==> src/rtl/serial_adder_unit.sv <==
// Multi-cycle add/subtract unit: a SLICE-bit full-adder ripple is reused over
// WIDTH/SLICE clocks, LSB first, with a start/busy/done handshake.
module serial_adder_unit #(
    parameter int WIDTH = 8,
    parameter int SLICE = 1
) (
    input  logic             clock,
    input  logic             reset,
    input  logic             start,
    input  logic [WIDTH-1:0] x,
    input  logic [WIDTH-1:0] y,
    input  logic             c_in,
    input  logic             sub,
    output logic             busy,
    output logic             done,
    output logic [WIDTH-1:0] sum,
    output logic             c_out,
    output logic             overflow
);
    localparam int N  = (SLICE > 0) ? WIDTH / SLICE : 1;
    localparam int CW = (N > 1) ? $clog2(N) : 1;
    localparam logic [CW-1:0] CNT_LAST = CW'(N - 1);

    if (WIDTH < 1 || SLICE < 1 || (WIDTH % SLICE) != 0) begin : g_param_check
        $error("serial_adder_unit: SLICE must be >= 1 and divide WIDTH");
    end

    typedef enum logic [1:0] {
        S_IDLE,
        S_RUN,
        S_DONE
    } state_t;

    state_t           state_q, state_d;
    logic [WIDTH-1:0] a_q, b_q;
    logic             carry_q;
    logic [CW-1:0]    cnt_q;
    logic [WIDTH-1:0] sum_q;
    logic             cout_q, ovf_q;

    logic             accept, running, last;
    logic [SLICE-1:0] s_slice;
    logic             slice_cout, carry_msb_in;
    logic [WIDTH-1:0] sum_full;

    assign running = (state_q == S_RUN);
    assign accept  = start && !running;
    assign last    = running && (cnt_q == CNT_LAST);

    always_ff @(posedge clock or negedge reset) begin
        if (!reset) state_q <= S_IDLE;
        else        state_q <= state_d;
    end

    always_comb begin
        state_d = state_q;
        case (state_q)
            S_IDLE:  if (start) state_d = S_RUN;
            S_RUN:   if (last)  state_d = S_DONE;
            S_DONE:  state_d = start ? S_RUN : S_IDLE;
            default: state_d = S_IDLE;
        endcase
    end

    // carry_msb_in ends up as the carry into the top bit of the slice, which on
    // the final slice is the carry into bit WIDTH-1.
    always_comb begin : ripple
        logic cy;
        cy           = carry_q;
        s_slice      = '0;
        carry_msb_in = carry_q;
        for (int i = 0; i < SLICE; i++) begin
            carry_msb_in = cy;
            s_slice[i]   = a_q[i] ^ b_q[i] ^ cy;
            cy           = (a_q[i] & b_q[i]) | (cy & (a_q[i] ^ b_q[i]));
        end
        slice_cout = cy;
    end

    if (SLICE < WIDTH) begin : g_acc
        logic [WIDTH-SLICE-1:0] acc_q;

        always_ff @(posedge clock or negedge reset) begin
            if (!reset)       acc_q <= '0;
            else if (running) acc_q <= sum_full[WIDTH-1:SLICE];
        end

        assign sum_full = {s_slice, acc_q};
    end else begin : g_noacc
        assign sum_full = s_slice;
    end

    always_ff @(posedge clock or negedge reset) begin
        if (!reset) begin
            a_q     <= '0;
            b_q     <= '0;
            carry_q <= 1'b0;
            cnt_q   <= '0;
            sum_q   <= '0;
            cout_q  <= 1'b0;
            ovf_q   <= 1'b0;
        end else if (accept) begin
            a_q     <= x;
            b_q     <= y ^ {WIDTH{sub}};
            carry_q <= c_in ^ sub;
            cnt_q   <= '0;
        end else if (running) begin
            a_q     <= a_q >> SLICE;
            b_q     <= b_q >> SLICE;
            carry_q <= slice_cout;
            cnt_q   <= cnt_q + CW'(1);
            if (last) begin
                sum_q  <= sum_full;
                cout_q <= slice_cout;
                ovf_q  <= slice_cout ^ carry_msb_in;
            end
        end
    end

    assign busy     = running;
    assign done     = (state_q == S_DONE);
    assign sum      = sum_q;
    assign c_out    = cout_q;
    assign overflow = ovf_q;

endmodule

==> config.mk <==
export PLATFORM = sky130hd
export DESIGN_NAME = serial_adder_unit
export DESIGN_NICKNAME = d
export VERILOG_FILES = /design/src/rtl/serial_adder_unit.sv
export SDC_FILE = /design/constraint.sdc
export NUM_CORES = 1
export LEC_CHECK = 0
export BUFFER_PORTS_ARGS = -buffer_cell sky130_fd_sc_hd__clkbuf_2
export CAP_MARGIN = 20
export CELL_PAD_IN_SITES_DETAIL_PLACEMENT = 1
export CELL_PAD_IN_SITES_GLOBAL_PLACEMENT = 1
export CORE_MARGIN = 2
export CORE_UTILIZATION = 46
export CTS_CLUSTER_DIAMETER = 100
export DETAILED_ROUTE_END_ITERATION = 16
export HOLD_SLACK_MARGIN = 0.05
export PLACE_DENSITY = 0.84
export REMOVE_ABC_BUFFERS = 1
export SYNTH_ARGS = -nofsm -noshare
export SYNTH_HDL_FRONTEND = slang
export SYNTH_SLANG_ARGS = --single-unit
==> constraint.sdc <==
create_clock -name clock -period 3 [get_ports clock]
set_input_delay 0.3 -clock clock [delete_from_list [all_inputs] [get_ports clock]]
set_output_delay 0.3 -clock clock [all_outputs]
set_load 0.05 [all_outputs]
==> report_table.html, run 1 <==
<table>
<tr><th>Metric</th><th>Value</th></tr>
<tr><th colspan="2">Status</th></tr>
<tr><td>Status</td><td>complete, no violations</td></tr>
<tr><th colspan="2">Final layout</th></tr>
<tr><td>Antenna fix cells</td><td>0</td></tr>
<tr><td>Relative area change from synthesis to final layout</td><td>14.2%</td></tr>
<tr><td>NumNets Final</td><td>212</td></tr>
<tr><td>Layout cell share with drive strength beyond 1</td><td>0.254</td></tr>
<tr><td>Finished layout cell area</td><td>0.00201 mm²</td></tr>
<tr><td>Count of fill cells added during filler insertion</td><td>418</td></tr>
<tr><td>Count of non-filler cells in the finished layout</td><td>237</td></tr>
<tr><th colspan="2">Clock tree</th></tr>
<tr><td>Maximum level of the CTS H-tree</td><td>2</td></tr>
<tr><td>Cts-stage hold buffer count</td><td>0</td></tr>
<tr><td>Count of buffers added by post-CTS timing repair for setup</td><td>0</td></tr>
<tr><td>CTS tree</td><td>yes</td></tr>
<tr><td>Buffer levels on the longest clock path</td><td>2</td></tr>
<tr><td>Buffer type at the clock tree root</td><td>clkbuf_8</td></tr>
<tr><td>CTS buffer count</td><td>5</td></tr>
<tr><td>Count of clock tree sinks</td><td>39</td></tr>
<tr><td>Number of gates resized after CTS</td><td>0</td></tr>
<tr><td>Clock-pin transition on the worst setup and hold timing paths</td><td>70 ps</td></tr>
<tr><td>Worst skew pair latency</td><td>300 ps</td></tr>
<tr><th colspan="2">Synthesis</th></tr>
<tr><td>Top flip-flop cell by instance count after synthesis</td><td>dfrtp_1</td></tr>
<tr><td>Commonest cells in the netlist</td><td>nand2_1, dfrtp_1, o21ai_0</td></tr>
<tr><td>Area contributors post-synth</td><td>dfrtp_1, mux2i_1, nand2_1</td></tr>
<tr><td>Number of standard cells after synthesis</td><td>157</td></tr>
<tr><td>Share of Yosys cell area claimed by the top area cell type</td><td>0.553</td></tr>
<tr><td>Average footprint of a synthesized cell</td><td>11.2 µm²</td></tr>
<tr><td>Yosys warning count</td><td>0</td></tr>
<tr><td>Sequential-to-total area share from yosys stat</td><td>0.553</td></tr>
<tr><td>Cell variety after synth</td><td>21</td></tr>
<tr><td>EDFF count, synth</td><td>0</td></tr>
<tr><td>Summed instance area of the synthesized netlist</td><td>0.00176 mm²</td></tr>
<tr><td>Area leader, netlist</td><td>dfrtp_1</td></tr>
<tr><td>Ys async rst share</td><td>1.00</td></tr>
<tr><td>Number of register bits inferred by synthesis</td><td>39</td></tr>
<tr><td>Most numerous cell in the Yosys netlist</td><td>nand2_1</td></tr>
<tr><th colspan="2">Drt</th></tr>
<tr><td>Detailed-routed wire length on met3</td><td>153 µm</td></tr>
<tr><td>Pre-Repair DR Iteration Count</td><td>3</td></tr>
<tr><td>Total detailed-routing wirelength</td><td>3310 µm</td></tr>
<tr><td>Remaining DRCs</td><td>0</td></tr>
<tr><td>Via Count</td><td>1204</td></tr>
<tr><td>Met1 Routed Length</td><td>1530 µm</td></tr>
<tr><td>Routed length per placed instance</td><td>13.9 µm</td></tr>
<tr><td>Via count normalized by instance count</td><td>5.08</td></tr>
<tr><td>Initial DRC count</td><td>29</td></tr>
<tr><td>Total length of routed met2 wires</td><td>1570 µm</td></tr>
<tr><td>Antenna violation net count after detailed routing</td><td>0</td></tr>
<tr><td>Uppermost routed layer</td><td>met4</td></tr>
<tr><th colspan="2">STA</th></tr>
<tr><td>Final period util</td><td>0.764</td></tr>
<tr><td>Final count of pins violating max slew</td><td>0</td></tr>
<tr><td>Total negative slack</td><td>0 ps</td></tr>
<tr><td>Final period demand of the worst path</td><td>2290 ps</td></tr>
<tr><td>Number of hold violations in the final report</td><td>0</td></tr>
<tr><td>Clock Skew</td><td>5.26 ps</td></tr>
<tr><td>Slew at the pin with the worst max-slew slack</td><td>957 ps</td></tr>
<tr><td>Relative slew slack</td><td>0.362</td></tr>
<tr><td>RSZ-0062 raised after global routing</td><td>no</td></tr>
<tr><td>Setup violations, final</td><td>0</td></tr>
<tr><td>Maximum operating frequency</td><td>436 MHz</td></tr>
<tr><td>Final WS setup</td><td>709 ps</td></tr>
<tr><th colspan="2">Worst setup path</th></tr>
<tr><td>Critical path peak fanout</td><td>24</td></tr>
<tr><td>Setup slack of the worst register-to-register path</td><td>1110 ps</td></tr>
<tr><td>Crit path required time</td><td>2700 ps</td></tr>
<tr><td>R2r worst-path depth</td><td>4</td></tr>
<tr><td>Reg-to-reg critical path startpoint</td><td>state_q[1]$_DFFE_PN0P_</td></tr>
<tr><td>Data arrival at the endpoint of the critical path</td><td>1990 ps</td></tr>
<tr><td>Kind of start point of the critical path</td><td>flop</td></tr>
<tr><td>CP Capture Type</td><td>primary output</td></tr>
<tr><td>Critical path class</td><td>flop to primary output</td></tr>
<tr><td>Worst reg2reg path endpoint</td><td>b_q[2]$_DFFE_PN0P_</td></tr>
<tr><th colspan="2">Power and ir drop</th></tr>
<tr><td>Combinational fraction of design power</td><td>0.409</td></tr>
<tr><td>Net switching share of the total power</td><td>0.424</td></tr>
<tr><td>Leak Pwr</td><td>0.00107 µW</td></tr>
<tr><td>Internal power</td><td>1200 µW</td></tr>
<tr><td>Cell Pwr Density</td><td>1040 mW/mm²</td></tr>
<tr><td>Max rail drop VDD</td><td>520 µV</td></tr>
<tr><td>Share of power burned in registers</td><td>0.428</td></tr>
<tr><td>Sw Pwr</td><td>884 µW</td></tr>
<tr><td>Share of power burned in the clock network</td><td>0.163</td></tr>
<tr><th colspan="2">Floorplan</th></tr>
<tr><td>Cell Rows</td><td>22</td></tr>
<tr><td>IO Pins</td><td>33</td></tr>
<tr><td>Initial core utilization</td><td>0.482</td></tr>
<tr><td>Overall die width</td><td>65.9 µm</td></tr>
<tr><td>Total die area</td><td>0.00435 mm²</td></tr>
<tr><td>Core region area</td><td>0.00366 mm²</td></tr>
<tr><td>Die Span Y</td><td>65.9 µm</td></tr>
<tr><th colspan="2">Place</th></tr>
<tr><td>Dpl ws</td><td>995 ps</td></tr>
<tr><td>Total instance count after detailed placement</td><td>229</td></tr>
<tr><td>Post-place instance area</td><td>0.00193 mm²</td></tr>
<tr><td>RePlAce Congestion</td><td>0.720</td></tr>
<tr><td>IO buf count</td><td>32</td></tr>
<tr><td>Placed wire-length estimate after detailed placement</td><td>2430 µm</td></tr>
<tr><th colspan="2">Worst hold path</th></tr>
<tr><td>Kind of path behind the tightest hold check</td><td>primary input to asynchronous set/reset pin</td></tr>
<tr><th colspan="2">GRT</th></tr>
<tr><td>Gr usage total</td><td>0.178</td></tr>
<tr><td>Largest net degree at the start of global routing</td><td>40</td></tr>
<tr><td>Vias in the first global route</td><td>1238</td></tr>
<tr><td>Remaining Overflow, GRT</td><td>0</td></tr>
<tr><td>Global-route wire length before repair</td><td>5660 µm</td></tr>
<tr><td>Antenna violations before repair</td><td>0</td></tr>
<tr><th colspan="2">Flow run</th></tr>
<tr><td>Maxcap violations</td><td>0</td></tr>
</table>
placed cells by master, fill, tap and decap left out:
| cell type | Yosys | final |
|---|---|---|
| nor2_1 | 1 | 1 |
| buf_4 | 3 | 1 |
| o21ai_0 | 19 | 19 |
| mux2i_1 | 17 | 17 |
| mux2_2 | 2 | 2 |
| nand2_1 | 42 | 42 |
| mux2_4 | 7 | 7 |
| a21oi_1 | 1 | 1 |
| clkinv_2 | 0 | 1 |
| ha_1 | 2 | 2 |
| inv_1 | 3 | 3 |
| dfrtp_1 | 39 | 39 |
| xnor2_1 | 2 | 2 |
| clkbuf_8 | 0 | 5 |
| nor2b_1 | 1 | 1 |
| nand2b_1 | 1 | 1 |
| xor2_1 | 8 | 8 |
| fa_1 | 1 | 1 |
| clkbuf_2 | 1 | 32 |
| o22ai_1 | 1 | 1 |
| clkbuf_1 | 0 | 2 |
| nand3b_1 | 1 | 1 |
logic make-up (layout without fill, tap and decap cells):
logic type,after synthesis,after routing,synth area share
AOI/OAI and AO/OA,21,21,0.0603
and+or+nand+nor,46,46,0.103
xor gates and xnor gates,10,10,0.0496
muxes,26,26,0.169
adders and majority gates,3,3,0.0255
buffers and inverters,12,44,0.0397
DFF,39,39,0.553
layer usage:
layer	GRT usage	vias up
met5	0	-
met4	0.0842	0
met3	0.0409	5
met2	0.295	30
met1	0.221	594
li1	-	575
registers in the layout (all words and copies together) (netlist names):
register and count:
a_q 8, b_q 8, g_acc.acc_q 7, overflow 1, state_q 2, sum 8, cnt_q 3, carry_msb_in 1
c_out 1
power groups by stage:
stage               logic [µW]  registers (µW)  clock network (µW)
floorplan                  439            1080                   0
global placement           823             889                   0
detailed placement         870             910                   0
CTS                        872             899                 348
global route               953             924                 376
finish                     853             893                 341
area by class of cell:
cell class	instances	area, µm²	share of cell area
flip-flops and latches	39	976	0.484
multi-input cells	106	718	0.357
repair buffers	33	168	0.0832
clock buffers	7	76.3	0.0379
well taps	48	60.1	0.0298
inverters	3	11.3	0.00559
clock inverters	1	5.00	0.00248
critical path, stage by stage, from the launching register on:
cell,delay [ps]
dfrtp_1,380
nand2b_1,320
inv_1,600
clkbuf_2,400
metrics by stage:
stage | hold slack, ps | utilization | power [µW]
2_1_floorplan | 4.41 | - | 1520
6_report | 145 | 0.550 | 2090
4_1_cts | 175 | 0.550 | 2120
3_3_place_gp | 460 | 0.528 | 1710
3_5_place_dp | 467 | 0.528 | 1780
5_1_grt | 213 | 0.550 | 2250
how the worst max path moves through the flow:
stage	startpoint	end	slack (ps)	depth (start not counted)
finish	state_q[1]$_DFFE_PN0P_	busy	710	3
global route	state_q[1]$_DFFE_PN0P_	busy	550	3
CTS	state_q[1]$_DFFE_PN0P_	busy	660	3
detailed placement	state_q[1]$_DFFE_PN0P_	busy	990	3
global placement	state_q[1]$_DFFE_PN0P_	busy	1110	3
floorplan	state_q[1]$_DFFE_PN0P_	a_q[0]$_DFFE_PN0P_	1130	3
(Power assumes the default switching activity.)
==> run 2: changes to the inputs <==
--- a/config.mk
+++ b/config.mk
@@ -10,11 +10,11 @@
 export CELL_PAD_IN_SITES_DETAIL_PLACEMENT = 1
 export CELL_PAD_IN_SITES_GLOBAL_PLACEMENT = 1
 export CORE_MARGIN = 2
-export CORE_UTILIZATION = 46
+export CORE_UTILIZATION = 38
 export CTS_CLUSTER_DIAMETER = 100
 export DETAILED_ROUTE_END_ITERATION = 16
 export HOLD_SLACK_MARGIN = 0.05
-export PLACE_DENSITY = 0.84
+export PLACE_DENSITY = 0.75
 export REMOVE_ABC_BUFFERS = 1
 export SYNTH_ARGS = -nofsm -noshare
 export SYNTH_HDL_FRONTEND = slang
==> constraint.sdc (replaced) <==
create_clock -name clock -period 1.9 [get_ports clock]
set_input_delay 0.19 -clock clock [delete_from_list [all_inputs] [get_ports clock]]
set_output_delay 0.19 -clock clock [all_outputs]
set_load 0.05 [all_outputs]
==> run 2 against run 1 <==
Effect of this change: clock power increased by 110%; clock-buffer cell count decreased by 1; first-iteration DRC count increased by 110%; non-clock buffer count increased by 6; register-to-register slack got worse by 780 ps.
==> report_table.html, run 2 (synthesized netlist as in run 1, its figures left out) <==
<table>
<tr><th>Metric</th><th>Value</th></tr>
<tr><th colspan="2">Status</th></tr>
<tr><td>Status</td><td>complete, no violations (unchanged)</td></tr>
<tr><th colspan="2">Floorplan</th></tr>
<tr><td>IO Pins</td><td>33 (unchanged)</td></tr>
<tr><td>Cell Rows</td><td>24 (was 22)</td></tr>
<tr><td>Initial core utilization</td><td>0.400 (was 0.482)</td></tr>
<tr><td>Core region area</td><td>0.00441 mm² (was 0.00366 mm²)</td></tr>
<tr><td>Die Span Y</td><td>72.1 µm (was 65.9 µm)</td></tr>
<tr><td>Total die area</td><td>0.00520 mm² (was 0.00435 mm²)</td></tr>
<tr><td>Overall die width</td><td>72.1 µm (was 65.9 µm)</td></tr>
<tr><th colspan="2">Power and ir drop</th></tr>
<tr><td>Share of power burned in the clock network</td><td>0.201 (was 0.163)</td></tr>
<tr><td>Cell Pwr Density</td><td>1690 mW/mm² (was 1040 mW/mm²)</td></tr>
<tr><td>Internal power</td><td>2140 µW (was 1200 µW)</td></tr>
<tr><td>Leak Pwr</td><td>0.00112 µW (was 0.00107 µW)</td></tr>
<tr><td>Combinational fraction of design power</td><td>0.405 (was 0.409)</td></tr>
<tr><td>Sw Pwr</td><td>1440 µW (was 884 µW)</td></tr>
<tr><td>Max rail drop VDD</td><td>578 µV (was 520 µV)</td></tr>
<tr><td>Net switching share of the total power</td><td>0.402 (was 0.424)</td></tr>
<tr><td>Share of power burned in registers</td><td>0.395 (was 0.428)</td></tr>
<tr><th colspan="2">STA</th></tr>
<tr><td>Setup violations, final</td><td>0 (unchanged)</td></tr>
<tr><td>Number of hold violations in the final report</td><td>0 (unchanged)</td></tr>
<tr><td>Worst slack on hold paths</td><td>151 ps (was 145 ps)</td></tr>
<tr><td>Final count of pins violating max slew</td><td>0 (unchanged)</td></tr>
<tr><td>Slew at the pin with the worst max-slew slack</td><td>796 ps (was 957 ps)</td></tr>
<tr><td>Maximum operating frequency</td><td>637 MHz</td></tr>
<tr><td>Final period util</td><td>0.827</td></tr>
<tr><td>Final period demand of the worst path</td><td>1570 ps</td></tr>
<tr><td>Clock Skew</td><td>11.7 ps (was 5.26 ps)</td></tr>
<tr><td>RSZ-0062 raised after global routing</td><td>no (unchanged)</td></tr>
<tr><td>Relative slew slack</td><td>0.469 (was 0.362)</td></tr>
<tr><td>Total negative slack</td><td>0 ps (unchanged)</td></tr>
<tr><th colspan="2">Final layout</th></tr>
<tr><td>NumNets Final</td><td>218 (was 212)</td></tr>
<tr><td>Antenna fix cells</td><td>0 (unchanged)</td></tr>
<tr><td>Highest-count cells in the layout ignoring fill and taps</td><td>nand2_1, dfrtp_1, clkbuf_2 (unchanged)</td></tr>
<tr><td>Area of all sequential standard cells</td><td>976 µm² (unchanged)</td></tr>
<tr><td>Layout cell share with drive strength beyond 1</td><td>0.282 (was 0.254)</td></tr>
<tr><td>Multi-input logic area</td><td>718 µm² (unchanged)</td></tr>
<tr><td>Count of fill cells added during filler insertion</td><td>499 (was 418)</td></tr>
<tr><td>Leading cell type in the layout, fill and taps excluded</td><td>nand2_1 (unchanged)</td></tr>
<tr><td>Relative area change from synthesis to final layout</td><td>20.1% (was 14.2%)</td></tr>
<tr><td>Finished layout cell area</td><td>0.00212 mm² (was 0.00201 mm²)</td></tr>
<tr><th colspan="2">GRT</th></tr>
<tr><td>Vias in the first global route</td><td>1329 (was 1238)</td></tr>
<tr><td>Met2 GRT Util</td><td>0.255 (was 0.295)</td></tr>
<tr><td>Antenna violations before repair</td><td>0 (unchanged)</td></tr>
<tr><td>Largest net degree at the start of global routing</td><td>34 (was 40)</td></tr>
<tr><td>Global Route met3 Usage</td><td>0.0361 (was 0.0409)</td></tr>
<tr><td>Grt met1 use</td><td>0.200 (was 0.221)</td></tr>
<tr><td>Global-route wire length before repair</td><td>6200 µm (was 5660 µm)</td></tr>
<tr><td>Global routing's busiest layer</td><td>met2 (unchanged)</td></tr>
<tr><td>Remaining Overflow, GRT</td><td>0 (unchanged)</td></tr>
<tr><td>Gr usage total</td><td>0.152 (was 0.178)</td></tr>
<tr><th colspan="2">Flow run</th></tr>
<tr><td>Maxcap violations</td><td>0 (unchanged)</td></tr>
<tr><th colspan="2">Drt</th></tr>
<tr><td>Antenna violation net count after detailed routing</td><td>0 (unchanged)</td></tr>
<tr><td>Via Count</td><td>1232 (was 1204)</td></tr>
<tr><td>Pre-Repair DR Iteration Count</td><td>2 (was 3)</td></tr>
<tr><td>Remaining DRCs</td><td>0 (unchanged)</td></tr>
<tr><td>Via count normalized by instance count</td><td>4.99 (was 5.08)</td></tr>
<tr><td>Total detailed-routing wirelength</td><td>3550 µm (was 3310 µm)</td></tr>
<tr><td>Initial DRC count</td><td>62 (was 29)</td></tr>
<tr><td>Routed length per placed instance</td><td>14.4 µm (was 13.9 µm)</td></tr>
<tr><th colspan="2">Clock tree</th></tr>
<tr><td>Count of buffers added by post-CTS timing repair for setup</td><td>0 (unchanged)</td></tr>
<tr><td>Count of clock tree sinks</td><td>39 (unchanged)</td></tr>
<tr><td>Buffer levels on the longest clock path</td><td>2 (unchanged)</td></tr>
<tr><td>Maximum level of the CTS H-tree</td><td>2 (unchanged)</td></tr>
<tr><td>Number of gates resized after CTS</td><td>0 (unchanged)</td></tr>
<tr><td>Clock-pin transition on the worst setup and hold timing paths</td><td>80 ps (was 70 ps)</td></tr>
<tr><td>Worst skew pair latency</td><td>290 ps (was 300 ps)</td></tr>
<tr><td>CTS tree</td><td>yes (unchanged)</td></tr>
<tr><td>CTS buffer count</td><td>5 (unchanged)</td></tr>
<tr><td>Buffer type at the clock tree root</td><td>clkbuf_8 (unchanged)</td></tr>
<tr><th colspan="2">Worst setup path</th></tr>
<tr><td>Data arrival at the endpoint of the critical path</td><td>1740 ps (was 1990 ps)</td></tr>
<tr><td>Kind of start point of the critical path</td><td>flop (unchanged)</td></tr>
<tr><td>Critical path class</td><td>flop to flop (was flop to primary output)</td></tr>
<tr><td>Crit path required time</td><td>2070 ps (was 2700 ps)</td></tr>
<tr><td>Critical path peak fanout</td><td>7 (was 24)</td></tr>
<tr><td>CP Capture Type</td><td>flop (was primary output)</td></tr>
<tr><td>Setup slack of the worst register-to-register path</td><td>330 ps (was 1110 ps)</td></tr>
<tr><th colspan="2">Place</th></tr>
<tr><td>RePlAce Congestion</td><td>0.741 (was 0.720)</td></tr>
<tr><td>Post-place instance area</td><td>0.00199 mm² (was 0.00193 mm²)</td></tr>
<tr><td>IO buf count</td><td>32 (unchanged)</td></tr>
<tr><td>Placed wire-length estimate after detailed placement</td><td>2730 µm (was 2430 µm)</td></tr>
<tr><th colspan="2">Worst hold path</th></tr>
<tr><td>Kind of path behind the tightest hold check</td><td>primary input to flop (was primary input to asynchronous set/reset pin)</td></tr>
</table>
## run 2: cell type report
cell class                      instances  share of cell area
Timing Repair Buffer                   39               0.109
Sequential cell                        39               0.461
Clock inverter                          2              0.0165
Multi-Input combinational cell        106               0.339
Tap cell                               52              0.0307
Clock buffer                            6              0.0390
Inverter                                3             0.00532
## run 2: path summary, 6_finish.rpt
kind / from / depth (start not counted) / to
max: cnt_q[0]$_DFFE_PN0P_ / 5 / sum[1]$_DFFE_PN0P_
min reg2reg: g_acc.acc_q[0]$_DFFE_PN0N_ / 2 / g_acc.acc_q[0]$_DFFE_PN0N_
max reg2reg: cnt_q[0]$_DFFE_PN0P_ / 5 / sum[1]$_DFFE_PN0P_
min in group asynchronous: reset / 2 / g_acc.acc_q[1]$_DFFE_PN0N_
max in group asynchronous: reset / 3 / a_q[2]$_DFFE_PN0P_
min: x[7] / 3 / a_q[7]$_DFFE_PN0P_
## run 2: through the flow
step / util / power [µW] / cells / worst slack, ps
2_1_floorplan: - / 2390 / 148 / 25.6
3_5_place_dp: 0.451 / 2920 / 238 / 348
6_report: 0.480 / 3580 / 247 / 330
4_1_cts: 0.480 / 3640 / 247 / 319
5_1_grt: 0.480 / 3850 / 247 / 254
3_3_place_gp: 0.451 / 2800 / 238 / 389
## run 2: worst max-delay path, stage by stage, from the launching register on
cell and delay (ps):
dfrtp_1 410, ha_1 210, ha_1 190, nand3b_1 110
buf_4 190, mux2_2 350
## run 2: power by group through the flow
stage | Clock [µW] | Sequential (µW) | Combinational, µW
5_1_grt | 765 | 1460 | 1620
3_3_place_gp | 0 | 1410 | 1390
6_report | 718 | 1410 | 1450
2_1_floorplan | 0 | 1700 | 693
4_1_cts | 733 | 1420 | 1490
3_5_place_dp | 0 | 1440 | 1480
## run 2: metal layers
metal,wire (µm),vias up
li1,-,590
met1,1620,607
met2,1760,31
met3,132,4
met4,44,0
met5,0,-
## run 2: timing repair
action / in CTS / in global routing
endpoints found under the setup margin: 0 / 0
hold endpoints to repair: 32 / 0
hold buffers: 1 / 0
==> run 3: changes to the inputs <==
--- a/config.mk
+++ b/config.mk
@@ -10,11 +10,11 @@
 export CELL_PAD_IN_SITES_DETAIL_PLACEMENT = 1
 export CELL_PAD_IN_SITES_GLOBAL_PLACEMENT = 1
 export CORE_MARGIN = 2
-export CORE_UTILIZATION = 38
+export CORE_UTILIZATION = 42
 export CTS_CLUSTER_DIAMETER = 100
 export DETAILED_ROUTE_END_ITERATION = 16
 export HOLD_SLACK_MARGIN = 0.05
-export PLACE_DENSITY = 0.75
+export PLACE_DENSITY = 0.78
 export REMOVE_ABC_BUFFERS = 1
 export SYNTH_ARGS = -nofsm -noshare
 export SYNTH_HDL_FRONTEND = slang
==> constraint.sdc (replaced) <==
create_clock -name clock -period 1.55 [get_ports clock]
set_input_delay 0.155 -clock clock [delete_from_list [all_inputs] [get_ports clock]]
set_output_delay 0.155 -clock clock [all_outputs]
set_load 0.05 [all_outputs]
==> run 3 against run 2 <==
Effect of this change: combinational power is 32% higher; via count is 1.1% higher; critical path depth fell by 1; register-to-register slack got worse by 270 ps; cell area is 2.3% higher; sequential cell count stayed put; global-route usage is 3.1 points higher; routed wire length up 2.6%; die area down 9.0%; non-clock buffer count increased by 3; worst hold slack lost 12 ps; critical endpoint is now busy.
==> report_table.html, run 3 (synthesized netlist as in run 1, its figures left out) <==
<table>
<tr><th>Metric</th><th>Value</th></tr>
<tr><th colspan="2">Power and ir drop</th></tr>
<tr><td>Leak Pwr</td><td>0.00114 µW (was 0.00112 µW)</td></tr>
<tr><td>Cell Pwr Density</td><td>2030 mW/mm² (was 1690 mW/mm²)</td></tr>
<tr><td>Max rail drop VDD</td><td>868 µV (was 578 µV)</td></tr>
<tr><th colspan="2">STA</th></tr>
<tr><td>Final period demand of the worst path</td><td>1490 ps</td></tr>
<tr><td>Final count of pins violating max slew</td><td>0 (unchanged)</td></tr>
<tr><td>Slew at the pin with the worst max-slew slack</td><td>599 ps (was 796 ps)</td></tr>
<tr><td>Final WS setup</td><td>60.0 ps (was 330 ps)</td></tr>
<tr><td>Relative slew slack</td><td>0.601 (was 0.469)</td></tr>
<tr><td>Clock Skew</td><td>7.84 ps (was 11.7 ps)</td></tr>
<tr><td>Number of hold violations in the final report</td><td>0 (unchanged)</td></tr>
<tr><td>Setup violations, final</td><td>0 (unchanged)</td></tr>
<tr><td>Final period util</td><td>0.961</td></tr>
<tr><td>Maximum operating frequency</td><td>671 MHz</td></tr>
<tr><th colspan="2">Drt</th></tr>
<tr><td>Remaining DRCs</td><td>0 (unchanged)</td></tr>
<tr><td>Pre-Repair DR Iteration Count</td><td>4 (was 2)</td></tr>
<tr><td>Routed length per placed instance</td><td>14.7 µm (was 14.4 µm)</td></tr>
<tr><td>Via Count</td><td>1245 (was 1232)</td></tr>
<tr><td>Initial DRC count</td><td>32 (was 62)</td></tr>
<tr><td>Antenna violation net count after detailed routing</td><td>0 (unchanged)</td></tr>
<tr><td>Total detailed-routing wirelength</td><td>3650 µm (was 3550 µm)</td></tr>
<tr><td>Via count normalized by instance count</td><td>5.02 (was 4.99)</td></tr>
<tr><th colspan="2">Clock tree</th></tr>
<tr><td>CTS tree</td><td>yes (unchanged)</td></tr>
<tr><td>Maximum level of the CTS H-tree</td><td>2 (unchanged)</td></tr>
<tr><td>Buffer levels on the longest clock path</td><td>2 (unchanged)</td></tr>
<tr><td>Buffer type at the clock tree root</td><td>clkbuf_8 (unchanged)</td></tr>
<tr><td>Count of clock tree sinks</td><td>39 (unchanged)</td></tr>
<tr><td>Clock-pin transition on the worst setup and hold timing paths</td><td>70 ps (was 80 ps)</td></tr>
<tr><td>Worst skew pair latency</td><td>290 ps (about the same)</td></tr>
<tr><td>CTS buffer count</td><td>5 (unchanged)</td></tr>
<tr><th colspan="2">GRT</th></tr>
<tr><td>Vias in the first global route</td><td>1348 (was 1329)</td></tr>
<tr><td>Largest net degree at the start of global routing</td><td>29 (was 34)</td></tr>
<tr><td>Antenna violations before repair</td><td>0 (unchanged)</td></tr>
<tr><td>Gr usage total</td><td>0.183 (was 0.152)</td></tr>
<tr><td>Remaining Overflow, GRT</td><td>0 (unchanged)</td></tr>
<tr><td>Global-route wire length before repair</td><td>6260 µm (was 6200 µm)</td></tr>
<tr><th colspan="2">Final layout</th></tr>
<tr><td>Multi-input logic area</td><td>727 µm² (was 718 µm²)</td></tr>
<tr><td>Layout cell share with drive strength beyond 1</td><td>0.298 (was 0.282)</td></tr>
<tr><td>Leading cell type in the layout, fill and taps excluded</td><td>nand2_1 (unchanged)</td></tr>
<tr><td>NumNets Final</td><td>221 (was 218)</td></tr>
<tr><td>Relative area change from synthesis to final layout</td><td>22.8% (was 20.1%)</td></tr>
<tr><td>Finished layout cell area</td><td>0.00217 mm² (was 0.00212 mm²)</td></tr>
<tr><td>Count of fill cells added during filler insertion</td><td>462 (was 499)</td></tr>
<tr><td>Area of all sequential standard cells</td><td>976 µm² (unchanged)</td></tr>
<tr><td>Count of non-filler cells in the finished layout</td><td>248 (was 247)</td></tr>
<tr><td>Antenna fix cells</td><td>0 (unchanged)</td></tr>
<tr><td>Highest-count cells in the layout ignoring fill and taps</td><td>nand2_1, dfrtp_1, clkbuf_2 (unchanged)</td></tr>
<tr><th colspan="2">Worst setup path</th></tr>
<tr><td>Critical path class</td><td>flop to primary output (was flop to flop)</td></tr>
<tr><td>Crit path required time</td><td>1390 ps (was 2070 ps)</td></tr>
<tr><td>CP Capture Type</td><td>primary output (was flop)</td></tr>
<tr><td>Data arrival at the endpoint of the critical path</td><td>1340 ps (was 1740 ps)</td></tr>
<tr><td>Kind of start point of the critical path</td><td>flop (unchanged)</td></tr>
<tr><td>Critical path peak fanout</td><td>28 (was 7)</td></tr>
<tr><th colspan="2">Place</th></tr>
<tr><td>Placed wire-length estimate after detailed placement</td><td>2630 µm (was 2730 µm)</td></tr>
<tr><td>IO buf count</td><td>32 (unchanged)</td></tr>
<tr><td>Total instance count after detailed placement</td><td>236 (was 238)</td></tr>
<tr><td>Dpl ws</td><td>2.87 ps (was 348 ps)</td></tr>
<tr><td>Post-place instance area</td><td>0.00203 mm² (was 0.00199 mm²)</td></tr>
<tr><td>RePlAce Congestion</td><td>0.697 (was 0.741)</td></tr>
<tr><th colspan="2">Floorplan</th></tr>
<tr><td>Overall die width</td><td>68.8 µm (was 72.1 µm)</td></tr>
<tr><td>IO Pins</td><td>33 (unchanged)</td></tr>
<tr><td>Initial core utilization</td><td>0.438 (was 0.400)</td></tr>
<tr><td>Core region area</td><td>0.00403 mm² (was 0.00441 mm²)</td></tr>
<tr><td>Total die area</td><td>0.00473 mm² (was 0.00520 mm²)</td></tr>
<tr><td>Die Span Y</td><td>68.8 µm (was 72.1 µm)</td></tr>
<tr><td>Cell Rows</td><td>23 (was 24)</td></tr>
<tr><th colspan="2">Worst hold path</th></tr>
<tr><td>Kind of path behind the tightest hold check</td><td>primary input to flop (unchanged)</td></tr>
<tr><th colspan="2">Flow run</th></tr>
<tr><td>Maxcap violations</td><td>0 (unchanged)</td></tr>
<tr><th colspan="2">Status</th></tr>
<tr><td>Status</td><td>complete, no violations (unchanged)</td></tr>
</table>
[run 3: cell types whose count changed in the layout (fill, tap and decap cells not counted)]
cell / change
bufinv_16: -1
clkinv_2: -1
mux2_4: +1
mux2_2: -1
clkbuf_8: +1
clkbuf_1: +1
ha_1: -2
ha_2: +2
buf_12: +3
[run 3: area by class of cell]
class | count | share of cell area
clock buffers | 8 | 0.0462
inverters | 3 | 0.00520
multi-input cells | 106 | 0.335
flip-flops and latches | 39 | 0.450
well taps | 50 | 0.0289
repair buffers | 42 | 0.134
[run 3: critical path: stages (launching register included)]
cell and delay, ps:
dfrtp_1 400, nand2b_1 190, inv_1 130, buf_12 180
buf_12 150
[run 3: worst paths after layout]
kind	startpoint	slack, ps	end	cells past startpoint
worst max-delay path	state_q[1]$_DFFE_PN0P_	60	busy	4
worst min-delay path	x[7]	140	a_q[7]$_DFFE_PN0P_	3
worst max register to register	cnt_q[1]$_DFFE_PN0P_	60	sum[0]$_DFFE_PN0P_	5
worst min register to register	a_q[5]$_DFFE_PN0P_	490	a_q[4]$_DFFE_PN0P_	2
max in group asynchronous	reset	720	b_q[3]$_DFFE_PN0P_	3
min in group asynchronous	reset	350	g_acc.acc_q[0]$_DFFE_PN0N_	2
[run 3: routing by layer]
metal / up-vias / global-route usage / wire length (µm)
li1: 594 / - / -
met4: 0 / 0.0735 / 47
met1: 618 / 0.227 / 1520
met5: - / 0 / 0
met2: 28 / 0.313 / 1940
met3: 5 / 0.0357 / 130
[run 3: report_power, final]
part,switching (µW),internal (µW),total [µW]
logic,1160,756,1920
clock network,336,406,742
registers,276,1460,1730
total,1780,2620,4390
[run 3: metrics by stage]
stage	power [µW]	setup TNS [ps]	hold WS (ps)	util
after floorplan	2930	-7910	-141	-
after global placement	3480	0	132	0.503
after detailed placement	3630	0	136	0.503
after CTS	4430	0	135	0.534
after global routing	4760	-10.9	174	0.538
final	4390	0	140	0.538
[run 3: what timing repair did]
item                                    in CTS  in global routing
pin swaps                                    0                  0
endpoints found under the setup margin       2                  9
buffers inserted                             2                  1
gates cloned                                 0                  0
endpoints found under the hold margin       17                  0
gates resized for setup                      0                  3
hold buffers                                 1                  0
